### src/rtl/router_egress_arbiter.sv
// Round-robin egress arbiter: one packet per grant from three FIFOs, first byte out 2 cycles after the header read.
// Holds on !out_ready, aborts and flushes the channel after TIMEOUT stalled cycles; PARITY_CHECK_EN adds the parity check.
module router_egress_arbiter #(
  parameter int DATA_W  = 8,
  parameter int LEN_W   = 6,
  parameter int TIMEOUT = 30
) (
  input  logic              clock,
  input  logic              reset,
  input  logic              fifo_empty_0,
  input  logic              fifo_empty_1,
  input  logic              fifo_empty_2,
  input  logic [DATA_W-1:0] data_out_0,
  input  logic [DATA_W-1:0] data_out_1,
  input  logic [DATA_W-1:0] data_out_2,
  output logic              read_enb_0,
  output logic              read_enb_1,
  output logic              read_enb_2,
  output logic              soft_reset_0,
  output logic              soft_reset_1,
  output logic              soft_reset_2,
  output logic [DATA_W-1:0] out_data,
  output logic              out_valid,
  output logic              out_last,
  input  logic              out_ready,
  output logic [1:0]        grant_chan,
  output logic              busy,
  output logic              parity_err
);

  localparam int               SW         = $clog2(TIMEOUT + 1);
  localparam logic [SW-1:0]    STALL_LAST = SW'(TIMEOUT - 1);
  localparam logic [SW-1:0]    STALL_ONE  = SW'(1);
  localparam logic [LEN_W:0]   REM_ONE    = (LEN_W + 1)'(1);

  typedef enum logic [2:0] {IDLE, HEADER, STREAM, DONE, ABORT} state_t;

  typedef struct packed {
    logic [DATA_W-1:0] data;
    logic              last;
`ifdef PARITY_CHECK_EN
    logic              perr;
`endif
  } ent_t;

  state_t            state, state_nx;
  logic [1:0]        rr_ptr, grant_q, pick, pick_c1, pick_c2;
  logic              pick_vld;
  logic [2:0]        empty_v;
  logic              empty_sel;
  logic [DATA_W-1:0] data_sel;
  logic [LEN_W:0]    remaining, eff_rem;
  logic              rd_pend, rd_last, hdr_inflight;
  logic              rd_issue, can_read, pop, stream_end, timeout_hit;
  logic [1:0]        occ, slots_used;
  ent_t              ent0, ent1, push_ent;
  logic [SW-1:0]     stall_cnt;

  function automatic logic [1:0] inc3(input logic [1:0] c);
    return (c == 2'd2) ? 2'd0 : c + 2'd1;
  endfunction

  assign empty_v = {fifo_empty_2, fifo_empty_1, fifo_empty_0};

  always_comb begin
    empty_sel = 1'b1;
    data_sel  = '0;
    case (grant_q)
      2'd0:    begin empty_sel = fifo_empty_0; data_sel = data_out_0; end
      2'd1:    begin empty_sel = fifo_empty_1; data_sel = data_out_1; end
      2'd2:    begin empty_sel = fifo_empty_2; data_sel = data_out_2; end
      default: ;
    endcase
  end

  always_comb begin
    pick_c1  = inc3(rr_ptr);
    pick_c2  = inc3(pick_c1);
    pick_vld = 1'b0;
    pick     = rr_ptr;
    if (!empty_v[rr_ptr]) begin
      pick_vld = 1'b1;
    end else if (!empty_v[pick_c1]) begin
      pick_vld = 1'b1;
      pick     = pick_c1;
    end else if (!empty_v[pick_c2]) begin
      pick_vld = 1'b1;
      pick     = pick_c2;
    end
  end

  assign out_valid   = (occ != 2'd0);
  assign pop         = out_valid & out_ready;
  assign timeout_hit = out_valid && !out_ready && (stall_cnt == STALL_LAST);

  // The header read lands in the first STREAM cycle, so its length is used straight off the FIFO bus.
  assign eff_rem = hdr_inflight ? ({1'b0, data_sel[2 +: LEN_W]} + REM_ONE) : remaining;

  // Slots counted after this cycle's pop: keeps the buffer at or under 2 entries without a bubble.
  assign slots_used = occ - {1'b0, pop} + {1'b0, rd_pend};
  assign can_read   = (state == STREAM) && (eff_rem != '0) && !empty_sel &&
                      (slots_used < 2'd2) && !timeout_hit;
  assign rd_issue   = ((state == HEADER) && !empty_sel) || can_read;
  assign stream_end = (state == STREAM) && (eff_rem == '0) && !rd_pend && (occ == 2'd1) && pop;

  always_ff @(posedge clock) begin
    if (reset) state <= IDLE;
    else       state <= state_nx;
  end

  always_comb begin
    state_nx = state;
    case (state)
      IDLE:    if (pick_vld) state_nx = HEADER;
      HEADER:  if (!empty_sel) state_nx = STREAM;
      STREAM:  if (stream_end) state_nx = DONE;
      DONE:    state_nx = IDLE;
      ABORT:   state_nx = IDLE;
      default: state_nx = IDLE;
    endcase
    if (timeout_hit && (state inside {HEADER, STREAM, DONE})) state_nx = ABORT;
  end

  always_comb begin
    read_enb_0   = rd_issue && (grant_q == 2'd0);
    read_enb_1   = rd_issue && (grant_q == 2'd1);
    read_enb_2   = rd_issue && (grant_q == 2'd2);
    soft_reset_0 = (state == ABORT) && (grant_q == 2'd0);
    soft_reset_1 = (state == ABORT) && (grant_q == 2'd1);
    soft_reset_2 = (state == ABORT) && (grant_q == 2'd2);
    busy         = (state != IDLE);
  end

  assign grant_chan = grant_q;
  assign out_data   = out_valid ? ent0.data : '0;
  assign out_last   = out_valid & ent0.last;

`ifdef PARITY_CHECK_EN
  logic [DATA_W-1:0] par_acc;

  always_ff @(posedge clock) begin
    if (reset || state == IDLE)  par_acc <= '0;
    else if (rd_pend && !rd_last) par_acc <= par_acc ^ data_sel;
  end

  always_comb begin
    push_ent      = '0;
    push_ent.data = data_sel;
    push_ent.last = rd_last;
    push_ent.perr = rd_last && (par_acc != data_sel);
  end

  assign parity_err = pop & ent0.perr;
`else
  always_comb begin
    push_ent      = '0;
    push_ent.data = data_sel;
    push_ent.last = rd_last;
  end

  assign parity_err = 1'b0;
`endif

  always_ff @(posedge clock) begin
    if (reset) begin
      rr_ptr       <= 2'd0;
      grant_q      <= 2'b11;
      remaining    <= '0;
      rd_pend      <= 1'b0;
      rd_last      <= 1'b0;
      hdr_inflight <= 1'b0;
      occ          <= 2'd0;
      ent0         <= '0;
      ent1         <= '0;
      stall_cnt    <= '0;
    end else begin
      rd_pend      <= rd_issue;
      rd_last      <= can_read && (eff_rem == REM_ONE);
      hdr_inflight <= (state == HEADER) && rd_issue;
      if (state == STREAM) remaining <= can_read ? eff_rem - REM_ONE : eff_rem;

      case (state)
        IDLE:        if (pick_vld) grant_q <= pick;
        DONE, ABORT: begin
          rr_ptr  <= inc3(grant_q);
          grant_q <= 2'b11;
        end
        default: ;
      endcase

      if (timeout_hit || pop || state == IDLE) stall_cnt <= '0;
      else if (out_valid && !out_ready)        stall_cnt <= stall_cnt + STALL_ONE;

      if (timeout_hit) begin
        occ <= 2'd0;
      end else begin
        case ({rd_pend, pop})
          2'b10: begin
            if (occ == 2'd0) ent0 <= push_ent;
            else             ent1 <= push_ent;
            occ <= occ + 2'd1;
          end
          2'b01: begin
            ent0 <= ent1;
            occ  <= occ - 2'd1;
          end
          2'b11: begin
            if (occ == 2'd1) begin
              ent0 <= push_ent;
            end else begin
              ent0 <= ent1;
              ent1 <= push_ent;
            end
          end
          default: ;
        endcase
      end
    end
  end

endmodule

### config.mk
export PLATFORM = sky130hd
export DESIGN_NAME = router_egress_arbiter
export DESIGN_NICKNAME = d
export VERILOG_FILES = /design/src/rtl/router_egress_arbiter.sv
export SDC_FILE = /design/constraint.sdc
export NUM_CORES = 1
export LEC_CHECK = 0
export ABC_AREA = 0
export BUFFER_PORTS_ARGS = -buffer_cell sky130_fd_sc_hd__buf_4
export CAP_MARGIN = 20
export CORE_MARGIN = 2
export CORE_UTILIZATION = 48
export DETAILED_ROUTE_END_ITERATION = 10
export PLACE_DENSITY = 0.73
export SYNTH_ARGS = -nofsm -noshare
export SYNTH_HDL_FRONTEND = slang
export SYNTH_SLANG_ARGS = --single-unit
### constraint.sdc
create_clock -name clock -period 2.9 [get_ports clock]
set_input_delay 0.58 -clock clock [delete_from_list [all_inputs] [get_ports clock]]
set_output_delay 0.58 -clock clock [all_outputs]
set_load 0.05 [all_outputs]
==> flow_summary.ini <==
[layout]
num-nets-final = 462
instances_no_fill = 494
synthToLayoutAreaGrowth_pct = 51.8
multi_input_area_mm2 = 0.00199
antennaDiodeCount = 0
fillers = 400
drive_above_1_share_pct = 41.7
register_area_um2 = 851

[timing]
finClkSkew_ps = 4.91
max_freq_mhz = 292
setup_violations = 3
finalCritPeriodShare_pct = 118
worstMarginPinSlew_ps = 685
hold-worst-slack_ps = 495
maxSlewHeadroom_pct = 54.3
rsz0062_at_grt = true
hold_violations = 0
finalWorstSetupSlack_ps = -522
period_minus_slack_ps = 3420
slew_violations = 0

[cts]
clk-insertion-delay-late_ps = 300
cts.sinks = 42
clk_pin_slew_ps = 80
htreeDepth = 2
clk_path_buf_depth = 2
cts_tree = built
cts_root_buf = clkbuf_8
cts_inserted_buffers = 5

[floorplanning]
rows = 27
pin_count = 50
floorplan.die_area_mm2 = 0.00616
start_util_pct = 48.9
core_mm2 = 0.00544
fp.dieH_um = 78.5
die_w_um = 78.5

[power_and_ir_drop]
vdd_drop_max_v = 0.000853
p_leak_nw = 1.64
power_density_mw_per_mm2 = 744

[grt]
track_usage_pct = 25.3
grt_overflow = 0
met2_usage_pct = 44.6
use_met3_pct = 4.14
grt_max_degree = 41
antenna_found_initial = 0
grtUsageMet1_pct = 29.7
grt_pass1_vias = 2747
top_usage_layer = met2
grt_first_pass_wirelength_mm = 12.5

[yosys]
synth_top_area_share_pct = 31.6
synth_common_cells = nor2_1, dfxtp_1, mux2i_1
synth-seq-cells = 42
synthesis.nets = 357
async_reset_ff_share_pct = 0
ys.warnings.count = 0
netlist_area_mm2 = 0.00266
synth_area_leaders = dfxtp_1, mux2i_1, nor2_1
synth_edf_count = 0
synth_area_leader_cell = dfxtp_1
syn_inst = 316
syn_avg_cell_area_um2 = 8.42
ys.flop_type = dfxtp_1
yosys.cell_types.count = 64
synth.most_common_cell = nor2_1
ys_seq_area_share_pct = 31.6

[placement]
portBuffers = 48
place_congestion = 0.853
dp.cells = 470
dp_hpwl_mm = 5.09

[run_status]
outcome = finished, violations left
violations = negative setup slack

[setup_path]
cp_slowest_cell = dfxtp_4
critical_path_class = reg -> out
max_stage_delay_ps = 380
start_kind = flop
critPathMaxFanout = 7
worstPathArrival_ps = 2840
cpMostUsedCell = buf_6
required_ps = 2320
crit_chain = and2b_2, buf_6, a2bb2oi_4, buf_6, o311ai_4, o31ai_4, a311oi_4, a31o_4, o31a_1, buf_6, nor2_4, buf_6
crit_path_end_kind = output pin

[routing]
final_antenna_net_count = 0
vias = 2760
wire_per_inst_um = 16.3
wirelength_mm = 8.03
drt-pass1-iter-count = 4
initialDrtViolationCount = 95
drc = 0
routed_via_density = 5.59

[hold_path]
hold_class = reg -> reg

[flow_run]
maxCapViolations = 0
-- timing repair --
action | CTS | global route
resized for setup | 31 | 9
endpoints found under the setup margin | 3 | 4
buffers inserted | 9 | 8
pin swaps | 13 | 12
hold buffers | 0 | 0
-- per-layer routing --
| metal | vias to the layer above | part of all wire [%] |
|---|---|---|
| met3 | 28 | 3.5 |
| met2 | 71 | 52 |
| li1 | 1352 | - |
| met1 | 1309 | 41 |
| met4 | 0 | 3.8 |
| met5 | - | 0 |
-- sequential cells by signal, indices dropped and copies added, names as in the netlist --
signal and count:
occ 2, ent1 9, state 3, remaining 7, rr_ptr 2, stall_cnt 5, rd_pend 1, hdr_inflight 1
grant_chan 2, rd_last 1, ent0 9
-- worst paths after layout --
kind,start,endpoint,slack (ps),cells after the start
max,grant_chan[0],read_enb_1,-520,12
min,ent0[3],ent0[3],490,2
max reg2reg,grant_chan[0],state[0],90,11
min reg2reg,ent0[3],ent0[3],490,2
-- kinds of logic after synthesis --
| kind of cell | Yosys count | synth area share (%) |
|---|---|---|
| xor gates and xnor gates | 10 | 3.29 |
| DFF | 42 | 31.6 |
| and+or+nand+nor | 129 | 24.6 |
| adders and majority gates | 11 | 5.17 |
| buffers and inverters | 32 | 5.27 |
| muxes | 23 | 8.84 |
| other | 1 | 0.141 |
| AOI/OAI and AO/OA | 68 | 21.1 |
-- placed cells by master (no fill, tap or decap), types with 3 or more instances in the layout --
master,n
dfxtp_1,38
buf_6,11
inv_1,8
a211oi_1,9
nor4_1,3
ha_1,7
nor2_1,44
nor2_4,3
inv_2,5
a2bb2oi_4,3
nand2_1,17
nand2b_1,6
nand4_1,7
o21ai_0,5
xor2_1,6
a221oi_1,9
a21oi_1,8
clkbuf_8,6
o2bb2ai_4,3
buf_4,105
ha_4,3
nor3_1,15
mux2i_1,16
mux2_2,3
nor2b_1,12
-- power by group --
part | total, mW | switching (mW) | internal, mW
clock | 0.578 | 0.211 | 0.367
combinational | 1.68 | 0.914 | 0.763
sequential | 0.753 | 0.0696 | 0.683
total | 3.01 | 1.19 | 1.81
-- stage by stage --
stage	setup TNS [ps]	util [%]	setup WS (ps)	power, mW	cell area [um2]
floorplan	-1180	-	-534	1.72	2800
global placement	-849	64.8	-359	2.15	3530
detailed placement	-1040	64.8	-422	2.18	3530
CTS	-1210	72.0	-407	2.89	3920
global route	-1740	74.3	-578	3.19	4040
finish	-1540	74.3	-522	3.01	4040
-- layout make-up --
type                    count  share of cell area (%)
inverters                  14                    1.39
well taps                  72                    2.23
clock buffers               6                    2.04
clock inverters             2                    1.49
repair buffers            116                    22.6
multi-input cells         242                    49.2
flip-flops and latches     42                    21.1
-- critical path, delay by kind of cell (launching register included) --
family          cells  cell delay (ps)
simple gates        2              330
compound gates      6             1240
buf+inv             4              560
flops               1              380
(Power assumes the default switching activity.)
